==> src/rtl/adj_pkg.sv <==
// Shared types and default timing constants for the adjust-button conditioner.
// Auto-repeat is enabled by defining ADJ_AUTO_REPEAT_EN.
package adj_pkg;

  typedef enum logic [2:0] {
    IDLE,
    DEB_PRESS,
    HELD,
    REPEAT,
    DEB_REL
  } chan_state_t;

  typedef enum logic [1:0] {
    NONE,
    MIN,
    HOUR
  } owner_t;

  localparam int DEF_CNT_W         = 10;
  localparam int DEF_DEB_CYCLES    = 20;
  localparam int DEF_HOLD_CYCLES   = 500;
  localparam int DEF_REPEAT_CYCLES = 100;

endpackage

==> src/rtl/adj_btn_chan.sv <==
// One button channel: 2-flop synchronizer, debounce FSM with timer, registered pulse.
// Hold-to-repeat (HELD timer compare and REPEAT state) exists only with ADJ_AUTO_REPEAT_EN.
module adj_btn_chan
  import adj_pkg::*;
#(
  parameter int CNT_W         = DEF_CNT_W,
  parameter int DEB_CYCLES    = DEF_DEB_CYCLES
`ifdef ADJ_AUTO_REPEAT_EN
  ,
  parameter int HOLD_CYCLES   = DEF_HOLD_CYCLES,
  parameter int REPEAT_CYCLES = DEF_REPEAT_CYCLES
`endif
) (
  input  logic        clk,
  input  logic        rst_n,
  input  logic        btn,
  input  logic        grant,
  output logic        pulse,
  output logic        active,
  output logic        start,
  output chan_state_t state_dbg
);

  chan_state_t      state, state_n;
  logic [CNT_W-1:0] t, t_n;
  logic [1:0]       sync;
  logic             s;
  logic             pulse_n;

  assign s         = sync[1];
  assign active    = (state != IDLE);
  assign state_dbg = state;

  always_ff @(posedge clk or negedge rst_n) begin
    if (!rst_n) begin
      sync  <= 2'b00;
      state <= IDLE;
      t     <= '0;
      pulse <= 1'b0;
    end else begin
      sync  <= {sync[0], btn};
      state <= state_n;
      t     <= t_n;
      pulse <= pulse_n;
    end
  end

  always_comb begin
    state_n = state;
    t_n     = t;
    pulse_n = 1'b0;
    start   = 1'b0;
    case (state)
      IDLE: begin
        if (s && grant) begin
          state_n = DEB_PRESS;
          t_n     = CNT_W'(1);
          start   = 1'b1;
        end
      end
      DEB_PRESS: begin
        if (!s) begin
          state_n = IDLE;
        end else if (t == CNT_W'(DEB_CYCLES)) begin
          state_n = HELD;
          t_n     = CNT_W'(1);
          pulse_n = 1'b1;
        end else begin
          t_n = t + 1'b1;
        end
      end
`ifdef ADJ_AUTO_REPEAT_EN
      HELD: begin
        if (!s) begin
          state_n = DEB_REL;
          t_n     = CNT_W'(1);
        end else if (t == CNT_W'(HOLD_CYCLES)) begin
          state_n = REPEAT;
          t_n     = CNT_W'(1);
          pulse_n = 1'b1;
        end else begin
          t_n = t + 1'b1;
        end
      end
      REPEAT: begin
        if (!s) begin
          state_n = DEB_REL;
          t_n     = CNT_W'(1);
        end else if (t == CNT_W'(REPEAT_CYCLES)) begin
          t_n     = CNT_W'(1);
          pulse_n = 1'b1;
        end else begin
          t_n = t + 1'b1;
        end
      end
`else
      HELD: begin
        if (!s) begin
          state_n = DEB_REL;
          t_n     = CNT_W'(1);
        end
      end
`endif
      DEB_REL: begin
        // A high sample during release restarts the stable-low count.
        if (s) begin
          t_n = CNT_W'(1);
        end else if (t == CNT_W'(DEB_CYCLES)) begin
          state_n = IDLE;
          t_n     = '0;
        end else begin
          t_n = t + 1'b1;
        end
      end
      default: begin
        state_n = IDLE;
        t_n     = '0;
      end
    endcase
  end

endmodule

==> src/rtl/adj_pulse_gen.sv <==
// Minute/hour adjust-button conditioner: two channels sharing one owner register.
// Hold-to-repeat is enabled by defining ADJ_AUTO_REPEAT_EN.
module adj_pulse_gen
  import adj_pkg::*;
#(
  parameter int DEB_CYCLES    = DEF_DEB_CYCLES,
  parameter int HOLD_CYCLES   = DEF_HOLD_CYCLES,
  parameter int REPEAT_CYCLES = DEF_REPEAT_CYCLES,
  parameter int CNT_W         = DEF_CNT_W
) (
  input  logic clk,
  input  logic rst_n,
  input  logic btn_min,
  input  logic btn_hour,
  output logic adj_min_p,
  output logic adj_hour_p,
  output logic adj_busy
);

  if (DEB_CYCLES < 1 || DEB_CYCLES > (2**CNT_W) - 1 ||
      HOLD_CYCLES > (2**CNT_W) - 1 || REPEAT_CYCLES > (2**CNT_W) - 1) begin : g_param_check
    $error("adj_pulse_gen: cycle parameter out of range for CNT_W");
  end

  owner_t      owner;
  chan_state_t min_state, hour_state;
  logic        min_grant, hour_grant;
  logic        min_start, hour_start;
  logic        min_active, hour_active;
  logic        owner_free;

  // An owner whose channel is back in IDLE no longer blocks the other channel.
  assign owner_free = (owner == NONE) ||
                      (owner == MIN  && min_state  == IDLE) ||
                      (owner == HOUR && hour_state == IDLE);
  assign min_grant  = owner_free || (owner == MIN);
  assign hour_grant = (owner_free || (owner == HOUR)) && !min_start;
  assign adj_busy   = min_active || hour_active;

  always_ff @(posedge clk or negedge rst_n) begin
    if (!rst_n) begin
      owner <= NONE;
    end else if (min_start) begin
      owner <= MIN;
    end else if (hour_start) begin
      owner <= HOUR;
    end else if (owner_free) begin
      owner <= NONE;
    end
  end

  adj_btn_chan #(
    .CNT_W        (CNT_W),
    .DEB_CYCLES   (DEB_CYCLES)
`ifdef ADJ_AUTO_REPEAT_EN
    ,
    .HOLD_CYCLES  (HOLD_CYCLES),
    .REPEAT_CYCLES(REPEAT_CYCLES)
`endif
  ) u_min (
    .clk      (clk),
    .rst_n    (rst_n),
    .btn      (btn_min),
    .grant    (min_grant),
    .pulse    (adj_min_p),
    .active   (min_active),
    .start    (min_start),
    .state_dbg(min_state)
  );

  adj_btn_chan #(
    .CNT_W        (CNT_W),
    .DEB_CYCLES   (DEB_CYCLES)
`ifdef ADJ_AUTO_REPEAT_EN
    ,
    .HOLD_CYCLES  (HOLD_CYCLES),
    .REPEAT_CYCLES(REPEAT_CYCLES)
`endif
  ) u_hour (
    .clk      (clk),
    .rst_n    (rst_n),
    .btn      (btn_hour),
    .grant    (hour_grant),
    .pulse    (adj_hour_p),
    .active   (hour_active),
    .start    (hour_start),
    .state_dbg(hour_state)
  );

endmodule

==> config.mk <==
export PLATFORM = sky130hd
export DESIGN_NAME = adj_pulse_gen
export DESIGN_NICKNAME = d
export VERILOG_FILES = /design/src/rtl/adj_pkg.sv /design/src/rtl/adj_btn_chan.sv /design/src/rtl/adj_pulse_gen.sv
export SDC_FILE = /design/constraint.sdc
export NUM_CORES = 1
export LEC_CHECK = 0
export ABC_AREA = 1
export ABC_CLOCK_PERIOD_IN_PS = 1700
export CAP_MARGIN = 40
export CELL_PAD_IN_SITES_DETAIL_PLACEMENT = 1
export CELL_PAD_IN_SITES_GLOBAL_PLACEMENT = 1
export CORE_ASPECT_RATIO = 0.75
export CORE_UTILIZATION = 44
export DETAILED_ROUTE_END_ITERATION = 7
export MAX_ROUTING_LAYER = met4
export PLACE_DENSITY = 0.85
export SYNTH_ARGS = -nofsm -noshare
export SYNTH_HDL_FRONTEND = slang
export SYNTH_SLANG_ARGS = --single-unit
==> constraint.sdc <==
create_clock -name clk -period 1.7 [get_ports clk]
set_input_delay 0.34 -clock clk [delete_from_list [all_inputs] [get_ports clk]]
set_output_delay 0.34 -clock clk [all_outputs]
set_load 0.03 [all_outputs]
======== Word level (Yosys, flattened, before mapping) ========
Index checks and enable logic that the tools add are counted.
storage, ports and cells
  flip-flop bits (word level) ............. 34
  output and inout port bits .............. 3
cells by class
  mux-type cells .......................... 41
  add/sub/neg operators ................... 2
  reductions and logical operators ........ 21
  equal/unequal tests ..................... 22
operators with widths
  kind                                                   number
  2-to-1 mux 10 bit                                      12
  one-hot mux 10 bit (4 select lines)                    2
  2-to-1 mux 3 bit                                       12
  one-hot mux 3 bit (4 select lines)                     2
  adder 10 x 1 -> 10 bit, second input constant          2
  == test 10 x 5 -> 1 bit, second input constant         2
  inequality test 2 x 1 -> 1 bit, second input constant  6
  2-to-1 mux 1 bit                                       10
  AND reduction 5 bit                                    2
  nonzero test 3 bit                                     3
  inequality test 2 bit, second input constant           4
  == test 3 x 1 -> 1 bit, second input constant          2
  == test 3 x 2 -> 1 bit, second input constant          2
  == test 3 bit, second input constant                   2
  logical NOT 3 bit                                      2
  2-to-1 mux 2 bit                                       3
  inequality test 3 bit, second input constant           2
  AND reduction 3 bit                                    2
  logical AND 1 bit                                      5
  logical OR 1 bit                                       5
  == test 2 x 1 -> 1 bit, second input constant          1
  == test 2 bit, second input constant                   1
  logical NOT 2 bit                                      1
  logical NOT 1 bit                                      1

======== Logic depth before layout (Yosys ltp) ========
Gate-level depths: netlist (run 1).
  depth in word-level cells ............... 15
  gate-level depth with buffers ........... 12

======== Modules after synthesis ========
Synthesis (run 1) repeated with hierarchy kept, for this count alone.
second synthesis, totals
  cells, all modules ...................... 290
  area total of the unflattened synthesis .. 2034.5 µm²
modules (own cells, without submodules)
  module         cells an instance  seq. area each (µm²)  area each (µm²)  times used
  adj_btn_chan   134                400.4                 948.4            2
  adj_pulse_gen  22                 50.0                  137.6            1

======== Worst setup path before layout (run 1) ========
Ideal clock, no wire load.
  kind .................................... register to register
  start point ............................. register u_hour.t[0] (netlist name)
  end point ............................... register owner[1]
  stages on the path, launching flop included .. 11
  path buffers ............................ 0
  clock period less this slack ............ 1517 ps
  data arrival time ....................... 1452 ps
  setup slack ............................. 183 ps
  cells stage by stage .................... dfrtp_1 -> inv_1 -> ha_1 -> inv_1 -> nor2_1 -> nand3_1 -> nand2_1 -> nand2_1 -> nor2_1 -> nand3_1 -> nand2_1
RTL lines
  what                    line                 source
  end signal: assignment  adj_pulse_gen.sv:42  owner <= NONE;
  end signal: assignment  adj_pulse_gen.sv:44  owner <= MIN;
  end signal: assignment  adj_pulse_gen.sv:46  owner <= HOUR;
  end: declaration        adj_pulse_gen.sv:25  owner_t owner;

======== Worst setup path in the final report (run 1) ========
  start point ............................. register u_hour.t[0]
  end point ............................... register u_hour.t[2]
between the ends
  word-level cells in the longest chain between the ends .. 4
  elaborated cells on any way between the ends .. 7
  those cells by class .................... add/sub (1); eq/ne (1); mux (5)
ends and longest elaborated chain
  what                                                                      line                                     source
  start: declaration                                                        adj_btn_chan.sv:25                       logic [CNT_W-1:0] t, t_n;
  start signal: assignment                                                  adj_btn_chan.sv:43                       t <= t_n;
  adder 10 x 1 -> 10 bit / == test 10 x 5 -> 1 bit (equally long branches)  --
  2-to-1 mux 10 bit, on equally long branches                               adj_btn_chan.sv:108, adj_btn_chan.sv:64
  2-to-1 mux 10 bit, on equally long branches                               adj_btn_chan.sv:106, adj_btn_chan.sv:62
  one-hot mux 10 bit (4 select lines) (*)                                   adj_btn_chan.sv:53                       case (state)
Every way passes the cells marked *; elsewhere a longest branch is shown, timed or not. The select of a mux whose other input is x is not followed.
A chain may end at the register's enable or synchronous reset.

==> impl_metrics.ini, run 1 <==
[sta]
hold_viol = 0
fmax_ghz = 0.583
setup_slack_ps = -16.1
fin_worst_skew_ps = 15.4
report.final.slew_viol_count = 0
final_min_period_over_clock_period_pct = 101
setup_violations = 1
min_period_ps = 1720
max_slew_margin_pct = 70.2
tightestPinTransition_ps = 447
rsz0062_at_grt = yes

[cts]
ctsRootBufferMaster = clkbuf_8
h-tree-depth = 2
cts_tree = built
clkSinkCount = 34
clk_path_buf_depth = 2
clk_pin_slew_worst_paths_ps = 90
clock_latency_ps = 290
cts_buffers = 5

[floorplan]
rows = 21
die_y_um = 63.3
fp.dieArea_um2 = 5300
core_um2 = 4620
ios = 7
start_util_pct = 47.6
die_w_um = 83.7

[min_path]
hold_class = primary input to asynchronous set/reset pin

[worst_setup_path]
reg2reg_depth = 10
critPathMaxFanout = 6
reg2reg_from = u_hour.t[0]
crit_arrival_ps = 1880
cp-end-kind = register
r2r_slack_ps = -20
crit-reg2reg-capture = u_hour.t[2]
crit_required_ps = 1870
critPathLaunchType = register
crit_type = register to register

[synth]
syn_nets = 335
syn-cell-area_um2 = 2200
synth_area_leaders = dfrtp_1 39%, nand2_1 18%, nand3_1 8.6%
netlist.area_leader.share_pct = 38.6
synth-seq-cells = 34
yosysMostFrequentCell = nand2_1
synth_warnings = 0
ys.flop_type = dfrtp_1
postSynthAreaPerCell_um2 = 6.74
synth_top_cell_by_area = dfrtp_1
synth_cell_types = 27
async_flop_share_pct = 100
synth_edf_count = 0
yosysSeqAreaShare_pct = 38.6
syn_inst = 327
ys_top_cells_by_count = 104 x nand2_1, 50 x inv_1, 38 x nand3_1

[job]
drv_cap = 0

[power]
pwr-share-seq_pct = 28.2
intPower_mw = 2.04
leakage_nw = 1.39
switching_power_mw = 1.81
clkPwrFrac_pct = 19.5
power_frac_comb_pct = 52.2
switching_share_pct = 47.0
ir_worst_vdd_mv = 1.22
power_density_nw_per_um2 = 1450

[global_route]
grt_pass1_vias = 2283
grt_remaining_overflow = 0
grt_pass1_wl_um = 10600
grt_antenna_before_repair = 0
grt_usage_pct = 26.1
grt_max_degree = 35

[place]
io_buffers = 6
dp_cells = 403
hpwl_um = 4620
routabilityCongestion = 0.931

[route]
wire_per_inst_um = 17.2
drt_iter0_markers = 139
drc_errors = 0
vias = 2241
dr.pass1.iters = 4
ant_nets = 0
viasPerCell = 5.36
drt_wl_total_um = 7190

[cells_and_area]
fin_cells = 418
syn2layout_area_growth_pct = 20.2
final_layout_size_suffix_gt1_share_pct = 18.8
finalCoreUtilization_pct = 57.3
nNetsFinal = 368
antenna_cells = 0
nFillCells = 610

[outcome]
violations = setup timing
status = complete, but fails checks
[layout make-up]
cell class	instances	area (um^2)	area share, %
Sequential cell	34	855	32.3
Tap cell	57	71.3	2.69
Inverter	56	210	7.94
Timing Repair Buffer	28	215	8.13
Multi-Input combinational cell	235	1190	44.8
Clock inverter	3	40.0	1.51
Clock buffer	5	68.8	2.60
[flip-flops by register name, summed over array words and instances (netlist names)]
signal            flops
u_hour.t             10
u_min.t              10
u_hour.state_dbg      3
u_min.state_dbg       3
owner                 2
u_hour.sync           2
u_min.sync            2
u_hour.pulse          1
u_min.pulse           1
[kinds of logic (layout without fill, tap and decap cells)]
group	Yosys count	after routing	share of synthesized area, %
and+or+nand+nor	201	202	40.3
buffers and inverters	59	92	10.9
DFF	34	34	38.6
AOI/OAI and AO/OA	25	25	6.36
adders and majority gates	4	4	2.27
xor gates and xnor gates	4	4	1.59
[per-layer routing]
metal	vias up	share of wire (%)	global-route usage [%]
met1	1097	46	34.9
li1	1091	-	-
met2	49	49	41.2
met5	-	0	-
met3	4	5.0	4.59
met4	0	0.38	6.57
[per-stage QoR]
step           power [mW]  TNS [ps]  worst slack [ps]  instance area [um^2]  hold WS, ps
6_report             3.85     -16.1             -16.1                  2650         75.3
5_1_grt              4.09      -785             -90.0                  2650          111
4_1_cts              3.59         0              24.3                  2530          101
3_5_place_dp         2.83     -1.03             -1.03                  2420          340
3_3_place_gp         2.74         0              88.7                  2420          333
2_1_floorplan        2.25         0               183                  2200         44.4
[worst max path at each step]
stage                                   start                   to  slack [ps]  cells after the start
after floorplan                   u_hour.t[0]             owner[1]         180                     10
after global placement    u_hour.state_dbg[1]             adj_busy          90                      5
after detailed placement          u_hour.t[1]  u_hour.state_dbg[0]          -1                     10
after CTS                         u_min.pulse            adj_min_p          20                      1
after global routing              u_hour.t[0]  u_hour.state_dbg[0]         -90                     10
final                             u_hour.t[0]          u_hour.t[2]         -20                     10
[power by group through the flow]
stage	combinational, mW	clock [mW]	sequential, mW
3_5_place_dp	1.75	0	1.08
3_3_place_gp	1.67	0	1.07
5_1_grt	2.18	0.799	1.11
6_report	2.01	0.752	1.09
4_1_cts	1.76	0.757	1.06
2_1_floorplan	1.20	0	1.05
[critical path: stages, from the launching register on]
cell and delay [ps]:
dfrtp_1 440, inv_1 110, ha_1 180, inv_1 70, nor2_1 140, nand3_2 150, buf_4 170, nand3_1 50
o21ai_0 110, nand2_1 110, nand2_1 70
[cells in the final DEF, fill, tap and decap left out]
cell type and count:
nand3_1 32, nand3b_1 2, nand4_1 7, nand2_1 103
dfrtp_1 31, clkinv_1 1, bufinv_16 1, o211ai_1 1
clkinv_2 2, o21ai_1 4, o21bai_1 2, nor2_2 3
nand3_2 8, ha_4 1, inv_1 48, a21oi_1 1
dfrtp_2 3, inv_2 7, ha_2 1, o21ai_0 14
xnor2_1 1, clkbuf_8 5, nand2_4 4, o21ai_2 2
ha_1 2, a21oi_2 1, nor3_1 4, xor2_1 3
buf_4 22, nor4_1 1, buf_2 2, nor3_4 1
nand2_2 5, clkdlybuf4s50_1 4, nor2_1 32
[repair_timing]
| item | CTS | global route |
|---|---|---|
| resized for setup | 5 | 25 |
| hold buffers | 0 | 0 |
| gates cloned | 0 | 1 |
| buffers inserted | 0 | 6 |
| setup endpoints to repair | 13 | 26 |
| pin swaps | 0 | 4 |
(Power assumes the default switching activity.)
==> inputs of run 2 (changes only) <==
- CORE_UTILIZATION: 44 -> 46
- CTS_BUF_LIST: default -> sky130_fd_sc_hd__clkbuf_2 sky130_fd_sc_hd__clkbuf_4 sky130_fd_sc_hd__clkbuf_8
- PLACE_DENSITY: 0.85 -> 0.88
==> run 2 against run 1 <==
The run now ends clean; non-clock buffer count decreased by 4; via count decreased by 1.2%; final cell count decreased by 0.96%; routed wire length decreased by 5.9%; maximum frequency increased by 4.2%; core utilization increased by 0.33 points; setup slack improved by 69 ps; flip-flop and latch count unchanged; sequential power about the same; hold slack got worse by 6.1 ps; clock power decreased by 12%; sequential share of layout area increased by 0.51 points.
==> impl_metrics.ini, run 2 (same netlist as run 1, synthesis figures left out) <==
[power]
power_mw = 3.73
power_frac_comb_pct = 53.3
ir_worst_vdd_mv = 0.940
pwr-share-seq_pct = 28.9
switching_share_pct = 48.5
clkPwrFrac_pct = 17.8
switching_power_mw = 1.81
leakage_nw = 1.37
intPower_mw = 1.92
power_density_nw_per_um2 = 1430

[outcome]
status = finished, final reports clean

[cts]
clk_path_buf_depth = 2
clk_pin_slew_worst_paths_ps = 80
h-tree-depth = 2
clkSinkCount = 34
ctsRootBufferMaster = clkbuf_8
cts_buffers = 5
clock_latency_ps = 300
cts_tree = built

[cells_and_area]
nFillCells = 614
layout_commonest_cell = nand2_1
top_regs = u_hour.t (10), u_min.t (10)
antenna_cells = 0
syn2layout_area_growth_pct = 18.1
final_cell_mix = 104 x nand2_1, 45 x inv_1, 32 x nor2_1, 32 x nand3_1, 32 x dfrtp_1
final_layout_size_suffix_gt1_share_pct = 18.2
finalCoreUtilization_pct = 57.6
nNetsFinal = 364

[route]
vias = 2214
drc_errors = 0
dr.pass1.iters = 4
viasPerCell = 5.35
ant_nets = 0
drt_iter0_markers = 142
wire_per_inst_um = 16.3
drt_wl_total_um = 6770

[global_route]
grtUsageMet2_pct = 42.9
grt_use_met3_pct = 4.38
grt_usage_pct = 27.3
grt_pass1_vias = 2061
grt_antenna_before_repair = 0
grt_max_degree = 35
grt-busiest-layer = met2
grt_pass1_wl_um = 9720
grt_remaining_overflow = 0
gr-usage-met1_pct = 35.6

[sta]
fin_setup_tns_ps = 0
max_slew_margin_pct = 70.1
tightestPinTransition_ps = 449
report.final.slew_viol_count = 0
hold_viol = 0
setup_violations = 0
fmax_ghz = 0.607
fin_worst_skew_ps = 12.4
min_period_ps = 1650
final_min_period_over_clock_period_pct = 96.9

[worst_setup_path]
crit_arrival_ps = 1310
critPathMaxFanout = 1
crit_type = register to output pin
cp_cell_sequence = clkdlybuf4s50_1
crit_path_max_incr_delay_ps = 670
cp_num_buf_inv = 1
crit_slowest_cell = clkdlybuf4s50_1
crit_required_ps = 1360
critPathLaunchType = register
cp-end-kind = output pin
crit_family = buffers and inverters
r2r_slack_ps = 60

[place]
routabilityCongestion = 0.953
hpwl_um = 4730
io_buffers = 6

[min_path]
hold_class = primary input to asynchronous set/reset pin

[floorplan]
start_util_pct = 48.8
fp.dieArea_um2 = 5070
die_y_um = 61.9
core_um2 = 4520
rows = 21
ios = 7
die_w_um = 81.9

[job]
drv_cap = 0
run 2: cell count changes in the layout (fill, tap and decap cells not counted), sizes merged:
cell / delta
buf: -4
clkbuf: +2
bufinv: -1
clkinv: -1
run 2: final timing paths:
kind | endpoint | start | cells after the start
worst max-delay path | adj_min_p | u_min.pulse | 1
max in group asynchronous | u_hour.t[1] | rst_n | 2
worst min-delay path | u_min.t[7] | rst_n | 2
worst min register to register | u_hour.sync[1] | u_hour.sync[0] | 0
worst max register to register | u_hour.state_dbg[0] | u_hour.t[0] | 10
min in group clk | u_hour.sync[1] | u_hour.sync[0] | 0
run 2: layout make-up:
type	count	area, um^2	share of cell area (%)
Sequential cell	34	853	32.8
Tap cell	57	71.3	2.74
Inverter	56	213	8.17
Timing Repair Buffer	24	189	7.26
Multi-Input combinational cell	235	1180	45.4
Clock buffer	7	90.1	3.46
Clock inverter	1	5.00	0.192
run 2: layer usage:
layer | up-vias | part of all wire [%]
met5 | - | 0
met4 | 0 | 1.8
met3 | 14 | 4.1
met2 | 41 | 47
met1 | 1081 | 47
li1 | 1078 | -
run 2: worst register-to-register path, cell delays in order (launching register included):
cell and delay (ps):
dfrtp_2 450, inv_2 80, ha_2 180, nand2_1 50, nor2_1 140, nand3_2 120, nand2_1 130, nand2_1 100
nor2_4 140, nand3_2 110, nand2_1 100
run 2: power groups by stage:
| stage | registers, mW | clock network [mW] | logic, mW |
|---|---|---|---|
| finish | 1.08 | 0.665 | 1.99 |
| global route | 1.09 | 0.692 | 2.16 |
| CTS | 1.06 | 0.665 | 1.81 |
| detailed placement | 1.07 | 0 | 1.75 |
| global placement | 1.06 | 0 | 1.65 |
| floorplan | 1.05 | 0 | 1.20 |
run 2: per-stage QoR:
stage | hold slack (ps) | area, um^2 | worst slack [ps] | std cells
6_report | 69.2 | 2600 | 53.3 | 414
4_1_cts | 85.1 | 2520 | -5.44 | 410
3_3_place_gp | 333 | 2410 | 87.2 | 402
3_5_place_dp | 340 | 2410 | -24.8 | 402
2_1_floorplan | 44.4 | 2200 | 183 | 327
5_1_grt | 103 | 2600 | -48.6 | 414
run 2: timing repair:
item                                    in CTS  in global routing
pin swaps                                    0                  5
endpoints found under the setup margin       8                 27
hold buffers                                 0                  0
gates cloned                                 0                  1
resized for setup                            8                 24
setup buffers                                0                  3
==> inputs of run 3 (changes only) <==
- TNS_END_PERCENT: default -> 20
==> run 3 against run 2 <==
Clock power barely moved; routed wire length rose by 4.6%; design area rose by 0.38%; critical endpoint unchanged; final cell count rose by 0.24%; global-route usage did not move; maximum frequency fell by 0.79%; core utilization rose by 0.22 points; sequential share of layout area fell by 0.13 points; largest power group unchanged; non-clock buffer count rose by 1; clock-buffer cell count did not move; flip-flop and latch count did not move; die area did not move.
==> impl_metrics.ini, run 3 (same netlist as run 1, synthesis figures left out) <==
[power]
leakage_nw = 1.37
ir_worst_vdd_mv = 1.00
power_density_nw_per_um2 = 1440
pwr-share-seq_pct = 28.6
switching_power_mw = 1.83
power_frac_comb_pct = 53.8
intPower_mw = 1.94
switching_share_pct = 48.6
clkPwrFrac_pct = 17.6

[cts]
hold_buffers = 0
clk_pin_slew_worst_paths_ps = 80
clk_path_buf_depth = 2
ctsRootBufferMaster = clkbuf_8
clkSinkCount = 34
h-tree-depth = 2
clock_latency_ps = 300
cts_tree = built
cts_buffers = 5

[global_route]
grt_usage_pct = 27.3
grt_pass1_wl_um = 9720
grt_max_degree = 35
grtUsageMet2_pct = 42.9
grt-busiest-layer = met2
grt_antenna_before_repair = 0
grt_remaining_overflow = 0
gr-usage-met1_pct = 35.6
grt_pass1_vias = 2061
grt_use_met3_pct = 4.38

[route]
ant_nets = 0
drc_errors = 0
dr.pass1.iters = 4
drt_iter0_markers = 111
drt_wl_total_um = 7080
viasPerCell = 5.48
wire_per_inst_um = 17.1
vias = 2276

[sta]
min_period_ps = 1660
worst_hold_slack_ps = 66.0
hold_viol = 0
rsz0062_at_grt = yes
report.final.slew_viol_count = 0
fin_worst_skew_ps = 9.95
final_min_period_over_clock_period_pct = 97.6
setup_violations = 0
fmax_ghz = 0.602
max_slew_margin_pct = 70.9
setup_slack_ps = 40.2
tightestPinTransition_ps = 436

[cells_and_area]
multi_input_area_um2 = 1180
nNetsFinal = 365
seq_area_um2 = 853
antenna_cells = 0
syn2layout_area_growth_pct = 18.6
top_regs = u_hour.t (10), u_min.t (10)
nFillCells = 601
final_layout_size_suffix_gt1_share_pct = 18.4
layout_commonest_cell = nand2_1
final_cell_mix = 104 x nand2_1, 46 x inv_1, 32 x nand3_1, 32 x dfrtp_1, 31 x nor2_1

[floorplan]
start_util_pct = 48.8
ios = 7
fp.dieArea_um2 = 5070
die_y_um = 61.9
core_um2 = 4520
die_w_um = 81.9
rows = 21

[place]
io_buffers = 6
place_ws_ps = -24.8
routabilityCongestion = 0.953
hpwl_um = 4730

[worst_setup_path]
critPathLaunchType = register
crit_required_ps = 1360
crit_family = buffers and inverters
crit_arrival_ps = 1320
cp-end-kind = output pin
crit_type = register to output pin
cp_cell_sequence = clkdlybuf4s50_1
reg2reg_from = u_hour.state_dbg[2]
critical_path.startpoint = u_min.pulse
critPathMaxFanout = 1
crit_path_max_incr_delay_ps = 670
crit_slowest_cell = clkdlybuf4s50_1
cp_num_buf_inv = 1

[min_path]
hold_class = primary input to asynchronous set/reset pin

[job]
drv_cap = 0

[outcome]
status = finished, final reports clean
==> run 3: final timing paths <==
check,end,slack (ps),cells after the start
worst max-delay path,adj_min_p,40,1
worst min-delay path,u_hour.t[6],70,2
worst max register to register,u_hour.t[9],60,8
worst min register to register,u_hour.sync[1],340,0
max in group asynchronous,u_hour.t[1],1300,2
min in group clk,u_hour.sync[1],340,0
==> run 3: metrics by stage <==
stage                     power (mW)  area, um^2  setup TNS, ps  instances  util (%)
after floorplan                 2.25        2200              0        327         -
after global placement          2.71        2410              0        402      53.4
after detailed placement        2.82        2410          -48.4        402      53.4
after CTS                       3.54        2520          -5.44        410      55.8
after global routing            3.98        2610           -398        415      57.8
final                           3.77        2610              0        415      57.8
==> run 3: final cells by class <==
type / instances / share of cell area, %
multi-input cells: 235 / 45.2
well taps: 57 / 2.73
inverters: 56 / 8.14
clock inverters: 1 / 0.192
flip-flops and latches: 34 / 32.7
repair buffers: 25 / 7.61
clock buffers: 7 / 3.45
==> run 3: power by group through the flow <==
stage / registers (mW) / clock network [mW] / logic (mW)
floorplan: 1.05 / 0 / 1.20
global placement: 1.06 / 0 / 1.65
detailed placement: 1.07 / 0 / 1.75
CTS: 1.06 / 0.665 / 1.81
global route: 1.09 / 0.706 / 2.18
finish: 1.08 / 0.665 / 2.03
==> run 3: what timing repair did <==
item                       4_1_cts  5_1_grt
cloned                           0        1
pin swaps                        1        3
setup endpoints to repair        8       27
resized for setup                8       20
buffers inserted                 0        4
==> run 3: worst reg2reg max path, stage by stage, from the launching register on <==
cell and delay, ps:
dfrtp_1 380, buf_4 150, nor3_1 320, nand2_1 180, o21ai_2 130, a21oi_2 60, buf_4 180, nand2_1 90
nand2_1 50
==> run 3: metal layers <==
metal | vias to the layer above | part of all wire [%]
met4 | 0 | 1.6
met2 | 62 | 47
met3 | 12 | 5.1
met5 | - | 0
met1 | 1117 | 46
li1 | 1085 | -
